**src/rtl/lcd_pkg.sv**
```systemverilog
// Shared encodings and default timing for the character-LCD controller FSMs.
// Timing constants are clk cycles at 50 MHz.
package lcd_pkg;

  localparam int CNT_W = 12;

  localparam int T_SETUP   = 2;
  localparam int T_ACTIVE  = 12;
  localparam int T_HOLD    = 1;
  localparam int T_GAP     = 50;
  localparam int T_RECOVER = 2000;
  localparam int POLL_MAX  = 16;

  // Same 4-bit numbering style as the write FSM.
  typedef enum logic [3:0] {
    ST_IDLE        = 4'd0,
    ST_SETUP_HIGH  = 4'd1,
    ST_ACTIVE_HIGH = 4'd2,
    ST_HOLD_HIGH   = 4'd3,
    ST_GAP         = 4'd4,
    ST_SETUP_LOW   = 4'd5,
    ST_ACTIVE_LOW  = 4'd6,
    ST_HOLD_LOW    = 4'd7,
    ST_POLL_GAP    = 4'd8,
    ST_RECOVER     = 4'd9
  } lcd_rd_state_e;

  typedef enum logic [1:0] {
    STB_IDLE   = 2'd0,
    STB_SETUP  = 2'd1,
    STB_ACTIVE = 2'd2,
    STB_HOLD   = 2'd3
  } stb_phase_e;

  // True on the final cycle of a phase lasting t cycles.
  function automatic logic cnt_last(input logic [CNT_W-1:0] cnt, input int t);
    return cnt == CNT_W'(t - 1);
  endfunction

endpackage

```
**src/rtl/lcd_nibble_strobe.sv**
```systemverilog
// One setup / E-high / hold strobe sequence. phase_next is exposed so the parent
// can register pin levels that line up with the phase they belong to.
module lcd_nibble_strobe
  import lcd_pkg::*;
#(
  parameter int T_SETUP_P  = T_SETUP,
  parameter int T_ACTIVE_P = T_ACTIVE,
  parameter int T_HOLD_P   = T_HOLD
) (
  input  logic       clk,
  input  logic       reset,
  input  logic       go,
  output stb_phase_e phase,
  output stb_phase_e phase_next,
  output logic       sample,
  output logic       done
);

  logic [CNT_W-1:0] cnt;

  always_ff @(posedge clk) begin
    if (reset) begin
      phase <= STB_IDLE;
      cnt   <= '0;
    end else begin
      phase <= phase_next;
      if (phase_next != phase || phase == STB_IDLE) cnt <= '0;
      else                                          cnt <= cnt + CNT_W'(1);
    end
  end

  // go is only honoured from STB_IDLE; sample marks the last E-high cycle.
  always_comb begin
    phase_next = phase;
    sample     = 1'b0;
    done       = 1'b0;
    case (phase)
      STB_IDLE:   if (go) phase_next = STB_SETUP;
      STB_SETUP:  if (cnt_last(cnt, T_SETUP_P)) phase_next = STB_ACTIVE;
      STB_ACTIVE: begin
        if (cnt_last(cnt, T_ACTIVE_P)) begin
          phase_next = STB_HOLD;
          sample     = 1'b1;
        end
      end
      STB_HOLD: begin
        if (cnt_last(cnt, T_HOLD_P)) begin
          phase_next = STB_IDLE;
          done       = 1'b1;
        end
      end
      default: phase_next = STB_IDLE;
    endcase
  end

endmodule

```
**src/rtl/lcd_read_fsm.sv**
```systemverilog
// 4-bit-mode LCD read transaction with optional busy-flag polling.
// Two strobes per byte (upper nibble then lower) driven by lcd_nibble_strobe.
module lcd_read_fsm
  import lcd_pkg::*;
#(
  parameter int T_SETUP_P   = T_SETUP,
  parameter int T_ACTIVE_P  = T_ACTIVE,
  parameter int T_HOLD_P    = T_HOLD,
  parameter int T_GAP_P     = T_GAP,
  parameter int T_RECOVER_P = T_RECOVER,
  parameter int POLL_MAX_P  = POLL_MAX
) (
  input  logic       clk,
  input  logic       reset,
  input  logic       start,
  input  logic       rs_sel,
  input  logic       poll_busy,
  input  logic [3:0] SF_D_in,
  output logic       LCD_RS,
  output logic       LCD_RW,
  output logic       LCD_E,
  output logic       bus_own,
  output logic [7:0] data_out,
  output logic       valid,
  output logic       timeout,
  output logic       busy,
  output logic [3:0] dbg_state,
  output logic [1:0] dbg_strobe_phase
);

  // Handshake: start is a request sampled only while idle (busy=0), never
  // queued; the result is a single-cycle valid with data_out held afterwards.

  lcd_rd_state_e    state, state_next;
  logic [CNT_W-1:0] cnt;
  logic [7:0]       poll_cnt;
  logic             rs_q, poll_q;
  logic [3:0]       upper, lower;
  logic [7:0]       byte_w;
  logic             stb_go, stb_sample, stb_done;
  stb_phase_e       stb_phase, stb_phase_next;
  logic             poll_retry, finish, rs_next, own_next;

  assign byte_w           = {upper, lower};
  assign poll_retry       = poll_q && byte_w[7] && (poll_cnt != 8'(POLL_MAX_P - 1));
  assign finish           = (state == ST_HOLD_LOW) && stb_done && !poll_retry;
  assign dbg_state        = state;
  assign dbg_strobe_phase = stb_phase;

  // Launch a strobe on the same edge the FSM enters either setup state.
  assign stb_go = ((state == ST_IDLE) && start) ||
                  (((state == ST_GAP) || (state == ST_POLL_GAP)) && cnt_last(cnt, T_GAP_P));

  lcd_nibble_strobe #(
    .T_SETUP_P  (T_SETUP_P),
    .T_ACTIVE_P (T_ACTIVE_P),
    .T_HOLD_P   (T_HOLD_P)
  ) u_strobe (
    .clk        (clk),
    .reset      (reset),
    .go         (stb_go),
    .phase      (stb_phase),
    .phase_next (stb_phase_next),
    .sample     (stb_sample),
    .done       (stb_done)
  );

  always_comb begin
    state_next = state;
    case (state)
      ST_IDLE:        if (start) state_next = ST_SETUP_HIGH;
      ST_SETUP_HIGH:  if (stb_phase_next == STB_ACTIVE) state_next = ST_ACTIVE_HIGH;
      ST_ACTIVE_HIGH: if (stb_phase_next == STB_HOLD) state_next = ST_HOLD_HIGH;
      ST_HOLD_HIGH:   if (stb_done) state_next = ST_GAP;
      ST_GAP:         if (cnt_last(cnt, T_GAP_P)) state_next = ST_SETUP_LOW;
      ST_SETUP_LOW:   if (stb_phase_next == STB_ACTIVE) state_next = ST_ACTIVE_LOW;
      ST_ACTIVE_LOW:  if (stb_phase_next == STB_HOLD) state_next = ST_HOLD_LOW;
      ST_HOLD_LOW:    if (stb_done) state_next = poll_retry ? ST_POLL_GAP : ST_RECOVER;
      ST_POLL_GAP:    if (cnt_last(cnt, T_GAP_P)) state_next = ST_SETUP_HIGH;
      ST_RECOVER:     if (cnt_last(cnt, T_RECOVER_P)) state_next = ST_IDLE;
      default:        state_next = ST_IDLE;
    endcase
  end

  // Pins are registered from state_next so they change with the state itself.
  always_comb begin
    rs_next  = ((state == ST_IDLE) && start) ? (rs_sel & ~poll_busy) : rs_q;
    own_next = (state_next != ST_IDLE) && (state_next != ST_RECOVER);
  end

  always_ff @(posedge clk) begin
    if (reset) begin
      state    <= ST_IDLE;
      cnt      <= '0;
      poll_cnt <= '0;
      rs_q     <= 1'b0;
      poll_q   <= 1'b0;
      upper    <= 4'h0;
      lower    <= 4'h0;
      LCD_RS   <= 1'b0;
      LCD_RW   <= 1'b0;
      LCD_E    <= 1'b0;
      bus_own  <= 1'b0;
      busy     <= 1'b0;
      data_out <= 8'h00;
      valid    <= 1'b0;
      timeout  <= 1'b0;
    end else begin
      state <= state_next;
      if (state_next != state || state == ST_IDLE) cnt <= '0;
      else                                         cnt <= cnt + CNT_W'(1);

      if ((state == ST_IDLE) && start) begin
        rs_q     <= rs_sel & ~poll_busy;
        poll_q   <= poll_busy;
        poll_cnt <= '0;
      end else if ((state == ST_HOLD_LOW) && stb_done && poll_retry) begin
        poll_cnt <= poll_cnt + 8'd1;
      end

      if (stb_sample && (state == ST_ACTIVE_HIGH)) upper <= SF_D_in;
      if (stb_sample && (state == ST_ACTIVE_LOW))  lower <= SF_D_in;

      LCD_E   <= (state_next == ST_ACTIVE_HIGH) || (state_next == ST_ACTIVE_LOW);
      LCD_RW  <= own_next;
      bus_own <= own_next;
      LCD_RS  <= own_next & rs_next;
      busy    <= state_next != ST_IDLE;

      valid   <= finish;
      timeout <= finish && poll_q && byte_w[7];
      if (finish) data_out <= byte_w;
    end
  end

endmodule

```
**config.mk**
```make
export PLATFORM = sky130hd
export DESIGN_NAME = lcd_read_fsm
export DESIGN_NICKNAME = d
export VERILOG_FILES = /design/src/rtl/lcd_pkg.sv /design/src/rtl/lcd_nibble_strobe.sv /design/src/rtl/lcd_read_fsm.sv
export SDC_FILE = /design/constraint.sdc
export NUM_CORES = 1
export LEC_CHECK = 0
export CAP_MARGIN = 20
export CORE_MARGIN = 10
export CORE_UTILIZATION = 47
export DETAILED_ROUTE_END_ITERATION = 12
export GPL_ROUTABILITY_DRIVEN = 0
export PLACE_DENSITY = 0.68
export REMOVE_ABC_BUFFERS = 1
export SYNTH_ARGS = -nofsm -noshare
export SYNTH_HDL_FRONTEND = slang
export SYNTH_SLANG_ARGS = --single-unit
```
**constraint.sdc**
```tcl
create_clock -name clk -period 3.5 [get_ports clk]
set_input_delay 0.35 -clock clk [delete_from_list [all_inputs] [get_ports clk]]
set_output_delay 0.35 -clock clk [all_outputs]
set_load 0.02 [all_outputs]
```
==> run summary, run 1 <==
fin. max-slew vios: 0
Worst-path clk slew: 0.07 ns
Final Hold Vio Count: 0
critical setup path kind: reg -> reg
vias in the first global route: 2,160
Final Cycle Share: 82.9%
Area Growth Syn to Fin: 19.1%
Clock Latency Late Sink: 0.34 ns
Worst setup SP type: register
Core ar.: 5960 um^2
Async SR Flop Fraction: 0%
# fillers: 553
Worst slew margin: 53.0%
CTS sink cnt: 62
via density per instance: 5.45
Chip Width: 98.7 um
DR iter-0 viols: 134
Initial Util: 48.8%
Main synth FF type: dfxtp_1
Final setup viols: 0
setup_tns: 0 ns
Post-Synthesis Cells: 325
die area: 9740 um^2
VDD IR max: 245 uV
area of the multi-input gates: 1530 um^2
max incr delay on CP: 0.69 ns
Post-synth EDFFs: 0
Lkg Pwr: 1.28 nW
length of the first detailed-routing pass in iterations: 4
drc violations: 0
CTS tree: done
postcts setup bufs: 0
Worst Path Max Fanout: 12
# port buffers: 29
Netlist Area Pre-Place: 2910 um^2
CTS Buf Count: 9
Power per Cell Area: 460 nW/um^2
Syn. warnings: 0
Post-Route WL: 6150 um
share of the synthesized area in the top cell type: 42.7%
first-pass GRT wire length: 10,300 um
Worst Clk Skew: 0.00917 ns
Fmax: 345 MHz
synth top area cells: dfxtp_1 (43%), nor2_1 (6.6%), mux2i_1 (5.8%), xor2_1 (5.4%), nor3_2 (3.4%)
HP Class: reg -> reg
max_cap viols: 0
layout cells sized above 1: 8.45%
area leader, netlist: dfxtp_1
clk root buf: clkbuf_8
Clock Path Buffers: 2
Final HPWL DP: 4420 um
critical path, cell by cell: or4_1, o41ai_1, a31oi_1, nor2_1, o31a_1, nor3_1
syn_area_per_cell: 8.95 um^2
Tot GR Track Use: 12.7%
placed cell count: 414
register area: 1240 um^2
Final ANT Viol Nets: 0
GRT Residual Overflow: 0
synth cell count leaders: dfxtp_1 (62), nor2_1 (51), xor2_1 (18)
I/O pin count: 30
Cell Count, Final, Fillers Out: 430
RSZ-0062 raised after global routing: false
Yosys cell types: 47
CTS hold repair buffers: 0
DR vias: 2,343
DR WL/cell: 14.3 um
Worst-Margin Slew: 0.696 ns
Tmin final: 2.90 ns
Data arrival, critical path: 3.10 ns
Die Height: 98.7 um
final core utilization: 58.2%
nets: 365
ant diodes: 0
CP max stage cell: o41ai_1
post-cts sizing count: 0
status: completed
top-count cell post-synth: dfxtp_1
CTS H-tree lvls: 3
# rows: 28
largest net degree at the start of global routing: 21
initial antenna violation count: 0
required time of the critical path: 3.69 ns
sequential cell area fraction in the yosys report: 42.7%
Worst Setup End Kind: register
Yosys reg bits: 62
## layer usage
layer / track usage [%] / vias to the layer above / part of all wire, %
met5: 0 / - / 0
met4: 5.40 / 0 / 1.8
met3: 4.33 / 10 / 6.0
met2: 19.4 / 53 / 45
met1: 15.8 / 1087 / 47
li1: - / 1193 / -
## critical path: cells and delay by family (launching register included)
kind / cells / cell delay, ns
AOI/OAI and AO/OA: 3 / 1.44
DFF: 1 / 0.34
and+or+nand+nor: 3 / 0.96
## worst paths after layout
check                  start     endpoint  slack, ns  cells after the start
min              data_out[7]  data_out[7]       0.46                      2
max reg2reg  u_strobe.cnt[9]       cnt[3]       0.60                      6
min reg2reg      data_out[7]  data_out[7]       0.46                      2
max          u_strobe.cnt[9]       cnt[3]       0.60                      6
## layout by cell type (no fill, tap or decap), types with 10 or more instances in the layout
cell type / n
dfxtp_1: 62
nor3_1: 12
nand2_1: 16
inv_1: 11
mux2i_1: 17
nor3_2: 10
nor2_1: 51
xor2_1: 18
nand4_1: 10
clkdlybuf4s50_1: 29
nand3_1: 13
xnor2_1: 10
## area by class of cell
| type | instances | area share, % |
|---|---|---|
| Timing Repair Buffer | 33 | 9.24 |
| Inverter | 11 | 1.19 |
| Clock buffer | 10 | 3.68 |
| Clock inverter | 6 | 3.18 |
| Tap cell | 75 | 2.71 |
| Multi-Input combinational cell | 233 | 44.2 |
| Sequential cell | 62 | 35.8 |
## kinds of logic (layout without fill, tap and decap cells)
group / count (synthesis) / count (layout) / synth area share, %
flip-flops: 62 / 62 / 42.7
AND/OR/NAND/NOR: 154 / 154 / 29.1
adder cells (fa/ha/maj): 6 / 6 / 2.58
AO/OA/AOI/OAI: 28 / 28 / 6.67
XOR/XNOR: 28 / 28 / 8.43
buffers and inverters: 30 / 60 / 4.69
multiplexers: 17 / 17 / 5.85
## per-stage QoR
| step | worst slack [ns] | hold WS (ns) | power (W) | cell area, um^2 |
|---|---|---|---|---|
| floorplan | 0.745 | 0.419 | 0.000804 | 2810 |
| CTS | 0.608 | 0.476 | 0.00161 | 3470 |
| detailed placement | 0.618 | 0.466 | 0.000856 | 3230 |
| global route | 0.423 | 0.503 | 0.00165 | 3470 |
| global placement | 0.700 | 0.442 | 0.000855 | 3230 |
| finish | 0.598 | 0.464 | 0.00159 | 3470 |
## registers in the layout (all words and copies together), names as in the netlist, 2 cells and up
name / cells
u_strobe.cnt: 12
lower: 4
u_strobe.phase: 2
cnt: 12
poll_cnt: 8
upper: 4
dbg_state: 4
data_out: 8
## power breakdown
part           switching, W  internal (W)  total (W)
Clock              0.000282      0.000472   0.000754
Combinational     0.0000652     0.0000446   0.000110
Sequential        0.0000138      0.000715   0.000729
Total              0.000361       0.00123    0.00159
Note: power is estimated with default switching activity, not from simulation.
==> run 2: changes to the inputs <==
PLACE_DENSITY = 0.71   (was 0.68)
clock period = 2.5 ns   (was 3.5 ns; I/O delays follow)
==> run 2 against run 1 <==
Net effect:
- flip-flop and latch count stayed put
- largest cell class unchanged
- power is 31% higher
- routed wire length is 1.8% higher
- combinational power is 68% higher
- critical endpoint unchanged
- worst hold slack better by 0.00082 ns
- via count is 3.6% higher
- clock-buffer cell count is 2 higher
- global-route usage is 0.31 points higher
- die area stayed put
- design area is 3.8% higher
- critical path depth is 1 higher
- highest routed layer unchanged
- clock power is 18% higher
==> run summary, run 2 (synthesis gave the netlist of run 1 again) <==
clock network power share: 42.5%
RSZ-0062 raised after global routing: false
max_cap viols: 0
largest net degree at the start of global routing: 19
Post-Route WL: 6260 um
CTS sink cnt: 62
# rows: 28
CTS hold repair buffers: 0
Regs by FF count: cnt x12, u_strobe.cnt x12
Worst Path Max Fanout: 12
Net Switching: 0.000495 W
Tmin final: 2.37 ns
fin. max-slew vios: 0
layout cells sized above 1: 14.3%
register area: 1240 um^2
Final Hold Vio Count: 0
CTS Buf Count: 9
Cell Int Power: 0.00160 W
total power: 0.00209 W
Final HPWL DP: 4440 um
# port buffers: 29
Worst-Margin Slew: 0.559 ns
DR vias: 2,428
share of power burned in registers: 48.6%
Worst Clk Skew: 0.00900 ns
HP Class: reg -> reg
Core ar.: 5960 um^2
final core utilization: 60.4%
via density per instance: 5.44
post-cts sizing count: 0
Power per Cell Area: 581 nW/um^2
Worst Setup End Kind: register
VDD IR max: 291 uV
Cell Count, Final, Fillers Out: 446
required time of the critical path: 2.76 ns
Data arrival, critical path: 2.63 ns
postcts setup bufs: 0
Worst-path clk slew: 0.06 ns
drc violations: 0
commonest non-fill, non-tap cell in the layout: dfxtp_1
Clock Path Buffers: 2
sw frac: 23.7%
GRT Residual Overflow: 0
# fillers: 539
nets: 381
Final ANT Viol Nets: 0
vias in the first global route: 2,276
CTS tree: done
CTS H-tree lvls: 3
Worst slew margin: 62.6%
Fmax: 423 MHz
Worst setup SP type: register
initial antenna violation count: 0
Chip Width: 98.7 um
Die Height: 98.7 um
critical setup path kind: reg -> reg
DR iter-0 viols: 137
ant diodes: 0
Tot GR Track Use: 13.0%
clk root buf: clkbuf_8
I/O pin count: 30
length of the first detailed-routing pass in iterations: 4
Clock Latency Late Sink: 0.34 ns
Area Growth Syn to Fin: 23.6%
Initial Util: 48.8%
Gate power share: 8.9%
Final Cycle Share: 94.7%
DR WL/cell: 14.0 um
die area: 9740 um^2
status: completed
area of the multi-input gates: 1550 um^2
Lkg Pwr: 1.37 nW
Final setup viols: 0
commonest cells after routing, fill and taps aside: dfxtp_1 (61), nor2_1 (51), clkdlybuf4s50_1 (29)
first-pass GRT wire length: 10,600 um
placed cell count: 430
run 2: changes by cell type in the layout (fill, tap and decap cells not counted), sizes merged:
cell	delta
buf	+16
bufinv	-2
clkbuf	+2
clkinv	+2
clkinvlp	-2
run 2: worst paths after layout:
| check | start | slack, ns | cells past startpoint | end |
|---|---|---|---|---|
| setup / recovery | u_strobe.cnt[6] | 0.13 | 7 | cnt[3] |
| hold / removal | data_out[7] | 0.47 | 2 | data_out[7] |
| setup reg to reg | u_strobe.cnt[6] | 0.13 | 7 | cnt[3] |
| hold reg to reg | data_out[7] | 0.47 | 2 | data_out[7] |
run 2: area by class of cell:
| cell class | instances | area share [%] |
|---|---|---|
| Inverter | 11 | 1.15 |
| Clock buffer | 12 | 4.31 |
| Timing Repair Buffer | 49 | 12.9 |
| Tap cell | 75 | 2.61 |
| Sequential cell | 62 | 34.6 |
| Multi-Input combinational cell | 233 | 43.2 |
| Clock inverter | 4 | 1.25 |
run 2: stage by stage:
| stage | worst slack, ns | cell area, um^2 | TNS (ns) | hold slack [ns] |
|---|---|---|---|---|
| after floorplan | -0.255 | 2810 | -2.79 | 0.319 |
| after global placement | 0.0851 | 3370 | 0 | 0.442 |
| after detailed placement | 0.0276 | 3370 | 0 | 0.448 |
| after CTS | 0.0120 | 3570 | 0 | 0.460 |
| after global routing | 0.0210 | 3600 | 0 | 0.492 |
| final | 0.133 | 3600 | 0 | 0.465 |
run 2: critical path, stage by stage (launching register included):
cell     delay (ns)
dfxtp_1        0.32
or4_4          0.59
or4_4          0.55
a31oi_1        0.16
nor2_1         0.08
o31a_1         0.27
buf_12         0.16
nor3_1         0.16
run 2: power by group through the flow:
stage / clock (W) / sequential [W] / combinational [W]
floorplan: 0 / 0.00105 / 0.0000761
global placement: 0 / 0.00104 / 0.000182
detailed placement: 0 / 0.00104 / 0.000184
CTS: 0.000916 / 0.00102 / 0.000185
global route: 0.000953 / 0.00102 / 0.000202
finish: 0.000889 / 0.00102 / 0.000185
run 2: layer usage:
layer,up-vias,GRT usage [%],share of wire [%]
li1,1218,-,-
met1,1147,15.7,46
met2,51,20.4,47
met3,12,3.28,5.7
met4,0,7.50,1.9
met5,-,0,0
==> run 3: changes to the inputs <==
CORE_ASPECT_RATIO = 2   (was not set)
==> run 3 against run 2 <==
Net effect:
- non-clock buffer count rose by 3
- first-iteration DRC count is 10% higher
- fmax shrank 1.4%
- critical path depth stayed put
- combinational power rose by 8%
- setup slack lost 0.033 ns
- flip-flop and latch count stayed put
- core utilization up 2.0 points
- critical path type unchanged
==> run summary, run 3 (synthesis gave the netlist of run 1 again) <==
Area Growth Syn to Fin: 28.7%
Core ar.: 6010 um^2
Final Cycle Share: 96.0%
Final Hold Vio Count: 0
clk root buf: clkbuf_16
ant diodes: 0
DR vias: 2,436
Worst Path Max Fanout: 6
# fillers: 525
Worst-path clk slew: 0.05 ns
via density per instance: 5.57
commonest non-fill, non-tap cell in the layout: dfxtp_1
Worst Path Buf+Inv: 1
status: completed
register area: 1240 um^2
GRT Residual Overflow: 0
required time of the critical path: 2.74 ns
Clock Latency Late Sink: 0.33 ns
Lkg Pwr: 1.44 nW
Worst Clk Skew: 0.00578 ns
initial antenna violation count: 0
drc violations: 0
length of the first detailed-routing pass in iterations: 4
dpl ws: -0.0150 ns
CP delay by family, top: simple AND/OR/NAND/NOR gates
R2R Setup Slk: 0.10 ns
Worst slew margin: 64.9%
Worst Setup End Kind: register
HP Class: reg -> reg
Data arrival, critical path: 2.64 ns
Die Height: 131 um
postcts setup bufs: 0
Tot GR Track Use: 14.8%
CTS Buf Count: 9
Worst setup SP type: register
max_cap viols: 0
VDD IR max: 524 uV
# port buffers: 29
post-cts sizing count: 0
Chip Width: 75.6 um
critical path, cell by cell: or4_1, or4_4, o21a_1, a31o_1, nor3b_1, buf_4, nor4_1
grt met2 use: 25.9%
Initial Util: 48.4%
DP Area: 3380 um^2
busiest grt layer: met2
Post-Route WL: 6750 um
vias in the first global route: 2,480
CTS tree: done
DR WL/cell: 15.4 um
CP max stage cell: or4_4
Gate power share: 8.1%
Regs by FF count: cnt x12, u_strobe.cnt x12
Worst-Margin Slew: 0.525 ns
Final ANT Viol Nets: 0
met3 GRT Util: 4.52%
# rows: 40
sw frac: 22.9%
nets: 384
Clock Path Buffers: 2
Tmin final: 2.40 ns
commonest cells after routing, fill and taps aside: dfxtp_1 (62), nor2_1 (51), clkdlybuf4s50_1 (29)
Worst Slack Setup Final: 0.100 ns
CTS H-tree lvls: 3
placed cell count: 421
CTS sink cnt: 62
Fmax: 417 MHz
largest net degree at the start of global routing: 25
share of power burned in registers: 41.5%
area of the multi-input gates: 1590 um^2
final instance area: 3740 um^2
RSZ-0062 raised after global routing: true
Cell Int Power: 0.00189 W
Net Switching: 0.000562 W
layout cells sized above 1: 15.5%
die area: 9930 um^2
Power per Cell Area: 655 nW/um^2
clock network power share: 50.4%
Final setup viols: 0
CTS hold repair buffers: 0
critical setup path kind: reg -> reg
DR iter-0 viols: 151
Final HPWL DP: 4990 um
Cell Count, Final, Fillers Out: 437
first-pass GRT wire length: 11,600 um
grt met1 use: 14.5%
max incr delay on CP: 0.59 ns
I/O pin count: 30
fin. max-slew vios: 0
==> run 3: changes by cell type in the layout (fill, tap and decap cells not counted), sizes merged <==
cell      previous run  this run
buf                 20        23
clkinvlp             0         2
clkbuf              12        11
clkinv               3         2
==> run 3: metrics by stage <==
stage	hold slack (ns)	power, W	TNS, ns	util, %
floorplan	0.319	0.00113	-2.79	-
global placement	0.439	0.00123	0	56.3
detailed placement	0.445	0.00123	-0.0150	56.3
CTS	0.454	0.00248	0	61.3
global route	0.495	0.00253	-0.00785	62.3
finish	0.451	0.00245	0	62.3
==> run 3: worst register-to-register path, delay by kind of cell (launching register included) <==
| kind | cells | cell delay (ns) |
|---|---|---|
| AOI/OAI and AO/OA | 2 | 0.33 |
| DFF | 1 | 0.30 |
| and+or+nand+nor | 4 | 1.53 |
| buffers and inverters | 1 | 0.15 |
==> run 3: cell type report <==
cell class,count,area share [%]
inverter,11,1.10
multi-input combinational,233,42.4
tap,63,2.11
clock buffer,11,6.48
sequential,62,33.2
clock inverter,5,1.57
timing repair buffer,52,13.1
==> run 3: final timing paths <==
kind	start	end	depth (start not counted)
min	data_out[7]	data_out[7]	2
min reg2reg	data_out[7]	data_out[7]	2
max	u_strobe.cnt[9]	LCD_RS	7
max reg2reg	u_strobe.cnt[9]	LCD_RS	7
==> run 3: power by group through the flow <==
stage	Clock, W	Combinational, W	Sequential (W)
2_1_floorplan	0	0.0000761	0.00105
3_3_place_gp	0	0.000191	0.00104
3_5_place_dp	0	0.000191	0.00104
4_1_cts	0.00127	0.000193	0.00102
5_1_grt	0.00130	0.000217	0.00102
6_report	0.00124	0.000199	0.00102
==> run 3: per-layer routing <==
metal  part of all wire [%]  up-vias
met5                      0        -
met4                    3.2        0
met3                    4.2       16
met2                     55       46
met1                     37     1148
li1                       -     1226
